**config.mk**
```make
export PLATFORM = sky130hd
export DESIGN_NAME = simple_dual_port_ram_flat
export DESIGN_NICKNAME = d
export VERILOG_FILES = /design/src/rtl/simple_dual_port_ram_pkg.sv /design/src/rtl/simple_dual_port_ram_if.sv /design/src/rtl/simple_dual_port_ram_read_port.sv /design/src/rtl/simple_dual_port_ram.sv /design/src/flat_wrapper.sv
export SDC_FILE = /design/constraint.sdc
export NUM_CORES = 1
export LEC_CHECK = 0
export BUFFER_PORTS_ARGS = -buffer_cell sky130_fd_sc_hd__buf_2
export CORE_UTILIZATION = 50
export CTS_BUF_LIST = sky130_fd_sc_hd__clkbuf_16
export CTS_CLUSTER_DIAMETER = 30
export DETAILED_ROUTE_END_ITERATION = 16
export HOLD_SLACK_MARGIN = 0.03
export PLACE_DENSITY = 0.67
export SYNTH_ARGS = -nofsm -noshare
export SYNTH_HDL_FRONTEND = slang
export SYNTH_HIERARCHICAL = 1
export SYNTH_SLANG_ARGS = --single-unit
```
**constraint.sdc**
```tcl
create_clock -name clock -period 2.3 [get_ports clock]
set_input_delay 0.345 -clock clock [delete_from_list [all_inputs] [get_ports clock]]
set_output_delay 0.345 -clock clock [all_outputs]
set_load 0.005 [all_outputs]
```
**src/rtl/simple_dual_port_ram_pkg.sv**
```systemverilog
// Shared definitions for simple_dual_port_ram.
//   - Default geometry used by the RAM, its read ports and its interface.
//   - fwd_sel_e: source selected by a read-port output register at a clock
//     edge (array word read before the edge, or this port's own write data).
package simple_dual_port_ram_pkg;

  localparam int unsigned DEFAULT_DATA_WIDTH    = 8;
  localparam int unsigned DEFAULT_ADDRESS_WIDTH = 4;
  localparam int unsigned DEFAULT_INDEX_BITS    = 4;

  typedef enum logic {
    SEL_MEM   = 1'b0,  // pre-edge array contents
    SEL_WRITE = 1'b1   // forward this port's write data (write-first)
  } fwd_sel_e;

endpackage

```
**src/rtl/simple_dual_port_ram_if.sv**
```systemverilog
// Per-port access bundle of simple_dual_port_ram.
//   writeEnable_n : port n write strobe (1 = write, 0 = read)
//   writeData_n   : port n write data
//   address_n     : port n address (read and write)
//   readData_n    : port n registered read data
// Modports: master drives the accesses, slave is the RAM.
interface simple_dual_port_ram_if #(
  parameter int unsigned DATA_WIDTH    = 8,
  parameter int unsigned ADDRESS_WIDTH = 4
);

  logic                     writeEnable_0;
  logic                     writeEnable_1;
  logic [DATA_WIDTH-1:0]    writeData_0;
  logic [DATA_WIDTH-1:0]    writeData_1;
  logic [ADDRESS_WIDTH-1:0] address_0;
  logic [ADDRESS_WIDTH-1:0] address_1;
  logic [DATA_WIDTH-1:0]    readData_0;
  logic [DATA_WIDTH-1:0]    readData_1;

  modport master (
    output writeEnable_0, writeEnable_1,
    output writeData_0, writeData_1,
    output address_0, address_1,
    input  readData_0, readData_1
  );

  modport slave (
    input  writeEnable_0, writeEnable_1,
    input  writeData_0, writeData_1,
    input  address_0, address_1,
    output readData_0, readData_1
  );

endinterface

```
**src/rtl/simple_dual_port_ram_read_port.sv**
```systemverilog
// Registered read output of one RAM port.
//   clock      : rising-edge clock
//   reset      : asynchronous active-low, clears read_data
//   sel        : SEL_MEM loads mem_data, SEL_WRITE loads write_data
//   write_data : this port's write data (write-first forwarding)
//   mem_data   : array word at this port's index, before this edge's writes
//   read_data  : registered read data
module simple_dual_port_ram_read_port
  import simple_dual_port_ram_pkg::*;
#(
  parameter int unsigned DATA_WIDTH = DEFAULT_DATA_WIDTH
) (
  input  logic                  clock,
  input  logic                  reset,
  input  fwd_sel_e              sel,
  input  logic [DATA_WIDTH-1:0] write_data,
  input  logic [DATA_WIDTH-1:0] mem_data,
  output logic [DATA_WIDTH-1:0] read_data
);

  logic [DATA_WIDTH-1:0] next_data;

  always_comb begin
    next_data = mem_data;
    if (sel == SEL_WRITE) next_data = write_data;
  end

  always_ff @(posedge clock or negedge reset) begin
    if (!reset) read_data <= '0;
    else        read_data <= next_data;
  end

endmodule

```
**src/rtl/simple_dual_port_ram.sv**
```systemverilog
// Two-port synchronous RAM, 2^INDEX_BITS words of DATA_WIDTH bits.
//   clock : rising-edge clock for all state
//   reset : asynchronous active-low; clears both read registers and blocks
//           writes while low (array contents are retained, never cleared)
//   bus   : slave side of simple_dual_port_ram_if (both ports' strobes,
//           write data, addresses and registered read data)
// Each port reads or writes once per edge with 1-cycle read latency.
// Own-port write forwards (write-first); a cross-port read of a word being
// written returns the old word. On a same-index double write port 1 wins and
// port 0's write is dropped, so port 0 reads the old word.
// Only address[INDEX_BITS-1:0] indexes the array; INDEX_BITS <= ADDRESS_WIDTH.
module simple_dual_port_ram
  import simple_dual_port_ram_pkg::*;
#(
  parameter int unsigned DATA_WIDTH    = DEFAULT_DATA_WIDTH,
  parameter int unsigned ADDRESS_WIDTH = DEFAULT_ADDRESS_WIDTH,
  parameter int unsigned INDEX_BITS    = DEFAULT_INDEX_BITS
) (
  input  logic                   clock,
  input  logic                   reset,
  simple_dual_port_ram_if.slave  bus
);

  localparam int unsigned DEPTH = 1 << INDEX_BITS;

  logic [DATA_WIDTH-1:0] ram [0:DEPTH-1];

  logic [INDEX_BITS-1:0] index_0;
  logic [INDEX_BITS-1:0] index_1;
  logic                  write_0;
  logic                  write_1;
  logic [DATA_WIDTH-1:0] mem_0;
  logic [DATA_WIDTH-1:0] mem_1;
  fwd_sel_e              sel_0;
  fwd_sel_e              sel_1;

  always_comb begin
    index_0 = bus.address_0[INDEX_BITS-1:0];
    index_1 = bus.address_1[INDEX_BITS-1:0];
    write_1 = bus.writeEnable_1;
    // Port 1 wins a same-index collision: port 0's write is suppressed both
    // in the array and in its own forwarding path.
    write_0 = bus.writeEnable_0 && !(bus.writeEnable_1 && (index_0 == index_1));
    mem_0   = ram[index_0];
    mem_1   = ram[index_1];
    sel_0   = write_0 ? SEL_WRITE : SEL_MEM;
    sel_1   = write_1 ? SEL_WRITE : SEL_MEM;
  end

  // Array has no reset; reset level is sampled only to block writes.
  always_ff @(posedge clock) begin
    if (reset) begin
      if (write_0) ram[index_0] <= bus.writeData_0;
      if (write_1) ram[index_1] <= bus.writeData_1;
    end
  end

  simple_dual_port_ram_read_port #(
    .DATA_WIDTH (DATA_WIDTH)
  ) u_read_port_0 (
    .clock      (clock),
    .reset      (reset),
    .sel        (sel_0),
    .write_data (bus.writeData_0),
    .mem_data   (mem_0),
    .read_data  (bus.readData_0)
  );

  simple_dual_port_ram_read_port #(
    .DATA_WIDTH (DATA_WIDTH)
  ) u_read_port_1 (
    .clock      (clock),
    .reset      (reset),
    .sel        (sel_1),
    .write_data (bus.writeData_1),
    .mem_data   (mem_1),
    .read_data  (bus.readData_1)
  );

endmodule

```
**src/flat_wrapper.sv**
```systemverilog
// flat-port wrapper written by rule: the top's interface ports become plain ports
module simple_dual_port_ram_flat import simple_dual_port_ram_pkg::*;
#(
  parameter int unsigned DATA_WIDTH    = DEFAULT_DATA_WIDTH,
  parameter int unsigned ADDRESS_WIDTH = DEFAULT_ADDRESS_WIDTH,
  parameter int unsigned INDEX_BITS    = DEFAULT_INDEX_BITS
)
  (clock, reset, bus_writeEnable_0, bus_writeEnable_1, bus_writeData_0, bus_writeData_1, bus_address_0, bus_address_1, bus_readData_0, bus_readData_1);
  simple_dual_port_ram_if #(.DATA_WIDTH(DATA_WIDTH), .ADDRESS_WIDTH(ADDRESS_WIDTH)) bus_i ();
  input  logic clock;
  input  logic reset;
  input wire logic [$bits(bus_i.writeEnable_0)-1:0] bus_writeEnable_0;
  input wire logic [$bits(bus_i.writeEnable_1)-1:0] bus_writeEnable_1;
  input wire logic [$bits(bus_i.writeData_0)-1:0] bus_writeData_0;
  input wire logic [$bits(bus_i.writeData_1)-1:0] bus_writeData_1;
  input wire logic [$bits(bus_i.address_0)-1:0] bus_address_0;
  input wire logic [$bits(bus_i.address_1)-1:0] bus_address_1;
  output wire logic [$bits(bus_i.readData_0)-1:0] bus_readData_0;
  output wire logic [$bits(bus_i.readData_1)-1:0] bus_readData_1;
  assign bus_i.writeEnable_0 = bus_writeEnable_0;
  assign bus_i.writeEnable_1 = bus_writeEnable_1;
  assign bus_i.writeData_0 = bus_writeData_0;
  assign bus_i.writeData_1 = bus_writeData_1;
  assign bus_i.address_0 = bus_address_0;
  assign bus_i.address_1 = bus_address_1;
  assign bus_readData_0 = bus_i.readData_0;
  assign bus_readData_1 = bus_i.readData_1;
  simple_dual_port_ram #(.DATA_WIDTH(DATA_WIDTH), .ADDRESS_WIDTH(ADDRESS_WIDTH), .INDEX_BITS(INDEX_BITS)) u_core (.clock(clock), .reset(reset), .bus(bus_i));
endmodule
```
# Yosys cells after proc, flatten, opt, wreduce, memory -nomap -nowiden
# Memory sizes are Yosys's and may differ from the RTL's.
# Index checks and enable logic that the tools add are counted.
# totals
reg_bits	16
latchBits	0
mem_bits_rw	128
rom_bits	0
output_inout_bits	16
word_cells	15
mem_count	1
# op_classes
addsub	0
n_mul	0
div_mod_pow	0
order_cmp	0
eq_ne	1
shift	0
muxes	8
bitwise_logic	0
n_reduce_logical	3
# mem_list
memory	depth	width	rd	rd_ports_with_merged_regs	wr	line_no	source
u_core.ram	16	8	2	0	2	simple_dual_port_ram.sv:26	logic [DATA_WIDTH-1:0] ram [0:DEPTH-1];
# op_table
op	n
$mux W8	2
$mux W1	6
$eq A4 B4 Y1	1
$logic_and A1 B1 Y1	2
$logic_not A1 Y1	1

# Logic depth before layout (Yosys ltp)
# depth
depth_word	7
ltp_mapped	7
ltp_nobuf	5

# By module
# The synthesis kept the hierarchy.
# modules_own_cells
mod	instances	cells_per_inst	area_each_um2
simple_dual_port_ram	1	487	7947.6
simple_dual_port_ram_read_port	2	17	331.6

# Least setup slack after synthesis
# No wires, ideal clock.
# synth_timing
path_type	in2reg
start	input port bus_address_0[2]
end	memory u_core.ram[1][0] (enable)
setup_ns	0.398
t_arrival_ns	1.977
t_required_ns	1.902
path_slack_ns	-0.075
path_stages	4
n_path_buf	1
cell_sequence	buf_2 -> nor2_1 -> nand3_1 -> o41ai_1
# synth_lines
item	line_no	source
from (decl)	flat_wrapper.sv:16	input wire logic [$bits(bus_i.address_0)-1:0] bus_address_0;
to (decl)	simple_dual_port_ram.sv:26	

==> flow_summary_export.csv <==
group,metric,value,unit
outcome,status,"finished, final reports clean",
timing,fmax,522,MHz
die,ios,44,
clocking,cts_setup_buffers,0,
yosys,yosysUniqueCellTypes,35,
timing,setup_viol,0,
global_routing,grt_max_degree,40,
global_routing,track_usage,0.281,
critical_path,cp.required,2.60,ns
power,irDropWorstVdd,0.521,mV
yosys,synthFlopType,"edfxtp_1",
die,coreArea,16700,sq um
power,cellPowerDensity,653,nW/um^2
clocking,root_buffer,"clkbuf_16",
final_layout,final_core_util,0.579,
clocking,cts_tree,"yes",
place,place_congestion,0.983,
job,maxCapViolCount,0,
critical_path,path_max_fanout,2,
critical_path,regToRegStartpoint,"u_core/ram[3][0]",
route,viasPerCell,6.81,
route,drt_first_pass_iters,7,
timing,layout_min_cycle_time,1.92,ns
final_layout,insertedDiodeCount,0,
route,drt_iter0_drc,617,
final_layout,layout.nets,594,
route,ant_nets,0,
die,num_rows,47,
critical_path,path_cells,"mux4_4 > a22oi_1 > nand2_1 > mux2_4",
yosys,syn_inst,521,
global_routing,gr-total-overflow,0,
global_routing,grt_pass1_vias,5420,
critical_path,slowest_delay,0.63,ns
critical_path,cp_data_arrival_time,2.22,ns
route,wire_per_inst,29.9,microns
hold_path,hold_class,"in2async",
clocking,cts.repair.resized,0,
critical_path,r2r_end,"u_core/u_read_port_1/read_data[0]",
yosys,ys_ff_latch,144,
clocking,htreeDepth,4,
timing,clock-skew-final,0.00452,ns
yosys,synth_area,8610,sq um
final_layout,drive_gt1_frac,0.569,
critical_path,startpoint_type,"register",
critical_path,path_buf_inv,0,
yosys,ys_seq_area_frac,0.493,
place,portBuffers,43,
power,power_leakage,3.45,nW
critical_path,crit_slowest_cell,"mux4_4",
final_layout,area_growth,12.3,%
timing,finalMaxSlewViolations,0,
clocking,cts_hold_buf,0,
critical_path,r2r_cells,4,
timing,relSlewSlack,0.343,
clocking,path_clk_slew,0.06,ns
clocking,clock_sinks,144,
yosys,ys.warnings.count,6,
global_routing,antenna_found_initial,0,
timing,rsz0062_at_grt,"no",
clocking,clk_latency,0.42,ns
route,num_vias,5432,
critical_path,path_delay_family,"multiplexers",
critical_path,critical_path_class,"reg2reg",
yosys,synth_edf_count,128,
die,fp.dieH,133,microns
final_layout,nFillCells,1325,
clocking,clock_path_buffers,2,
die,die_area,17800,sq um
global_routing,grt_pass1_wl,34900,microns
die,die_w,133,microns
timing,finalSetupTns,0,ns
timing,period_share,0.834,
timing,finalHoldViolCount,0,
place,dp_hpwl,16000,microns
critical_path,critical_path_depth,4,
critical_path,rrSetupSlack,0.38,ns
critical_path,crit_path_end_kind,"register",
route,drcViolationCount,0,
die,start_util,0.516,
route,routed_wl,23800,microns
clocking,numCtsBuffers,17,
yosys,async_flop_share,0.111,
yosys,syn_area_per_cell,16.5,sq um
yosys,synth_fp_nets,549,
timing,worstMarginPinSlew,0.983,ns
-- cells in the mapped netlist, types with 4 or more instances --
master / count / area share
buf_4: 5 / 0.0044
nand2b_1: 7 / 0.0051
dfrtp_1: 16 / 0.046
mux2_4: 32 / 0.056
o31ai_1: 4 / 0.0035
buf_6: 11 / 0.014
nor2b_1: 5 / 0.0036
buf_2: 19 / 0.011
o32ai_1: 8 / 0.0081
clkbuf_1: 13 / 0.0057
nand4_1: 4 / 0.0029
nand2_1: 20 / 0.0087
mux4_1: 7 / 0.021
mux2_2: 112 / 0.15
mux4_2: 54 / 0.14
nor2_2: 9 / 0.0065
a22oi_1: 32 / 0.028
o41ai_1: 4 / 0.0041
edfxtp_1: 128 / 0.45
-- final cells by class --
type | count | area (sq um) | share of cell area
sequential | 144 | 4240 | 0.439
inverter | 3 | 11.3 | 0.00116
tap | 220 | 275 | 0.0285
clock inverter | 14 | 101 | 0.0105
clock buffer | 17 | 425 | 0.0440
multi-input combinational | 320 | 4040 | 0.418
timing repair buffer | 80 | 568 | 0.0588
-- registers in the layout (all words and copies together), names as in the netlist --
signal and count:
u_core/ram 128, u_core/u_read_port_1/read_data 8, u_core/u_read_port_0/read_data 8
-- layout by cell type, fill, tap and decap left out --
| master | netlist | routed |
|---|---|---|
| or3_1 | 2 | 2 |
| inv_1 | 3 | 3 |
| nand2b_1 | 7 | 7 |
| buf_4 | 5 | 31 |
| and2_1 | 2 | 2 |
| clkinv_1 | 0 | 3 |
| nand3_1 | 1 | 1 |
| nand4b_4 | 2 | 2 |
| bufinv_16 | 0 | 1 |
| nand2_4 | 1 | 1 |
| clkbuf_16 | 0 | 17 |
| o41ai_2 | 0 | 4 |
| mux4_1 | 7 | 7 |
| clkinvlp_4 | 0 | 4 |
| o31ai_1 | 4 | 4 |
| nand3_2 | 1 | 1 |
| nor2b_1 | 5 | 5 |
| buf_2 | 19 | 43 |
| nor2_1 | 3 | 3 |
| buf_12 | 0 | 6 |
| nand4_1 | 4 | 4 |
| a22oi_1 | 32 | 32 |
| nor4_4 | 1 | 1 |
| nor2_2 | 9 | 9 |
| mux4_2 | 54 | 54 |
| mux2_4 | 32 | 32 |
| mux2_2 | 112 | 112 |
| nand4_2 | 1 | 1 |
| o32ai_1 | 8 | 8 |
| edfxtp_1 | 128 | 128 |
| xnor2_1 | 1 | 1 |
| nand2_1 | 20 | 20 |
| xor2_1 | 3 | 3 |
| clkinv_2 | 0 | 6 |
| mux4_4 | 3 | 3 |
| dfrtp_1 | 16 | 16 |
| nor3_2 | 1 | 1 |
-- power by group --
| group | internal [mW] | switching [mW] |
|---|---|---|
| combinational | 0.402 | 0.440 |
| clock | 1.45 | 1.04 |
| sequential | 2.94 | 0.0400 |
-- per-layer routing --
metal / routed length, microns / up-vias / track usage
met5: 0 / - / 0
met4: 534 / 0 / 0.0915
met3: 1950 / 35 / 0.0651
met2: 11300 / 324 / 0.441
met1: 10000 / 2837 / 0.388
li1: - / 2236 / -
-- through the flow --
stage | std cells | worst slack, ns | power (mW) | cell area [sq um] | hold slack, ns
floorplan | 521 | -0.0746 | 3.58 | 8610 | 0.0494
global placement | 767 | 0.0555 | 3.84 | 9140 | 0.530
detailed placement | 767 | 0.0411 | 3.86 | 9140 | 0.541
CTS | 798 | 0.426 | 6.34 | 9670 | 0.0897
global route | 798 | 0.354 | 6.51 | 9670 | 0.125
finish | 798 | 0.383 | 6.31 | 9670 | 0.109
-- how the worst max path moves through the flow --
stage / start / endpoint / slack, ns
3_5_place_dp: bus_address_1[0] / u_core/ram[6][1] / 0.04
3_3_place_gp: bus_address_1[0] / u_core/u_read_port_1/read_data[0] / 0.06
6_report: u_core/ram[3][0] / u_core/u_read_port_1/read_data[0] / 0.38
5_1_grt: u_core/ram[3][0] / u_core/u_read_port_1/read_data[0] / 0.35
4_1_cts: u_core/ram[3][0] / u_core/u_read_port_1/read_data[0] / 0.43
2_1_floorplan: bus_address_0[2] / u_core/ram[1][0] / -0.07
-- cells by family (layout without fill, tap and decap cells) --
kind of cell | after synthesis | after routing | share of synthesized area
DFF | 144 | 144 | 0.493
and+or+nand+nor | 60 | 60 | 0.0448
buffers and inverters | 57 | 114 | 0.0411
AOI/OAI and AO/OA | 48 | 48 | 0.0436
muxes | 208 | 208 | 0.374
xor gates and xnor gates | 4 | 4 | 0.00407
No activity file was read; power rests on OpenSTA's default activity.
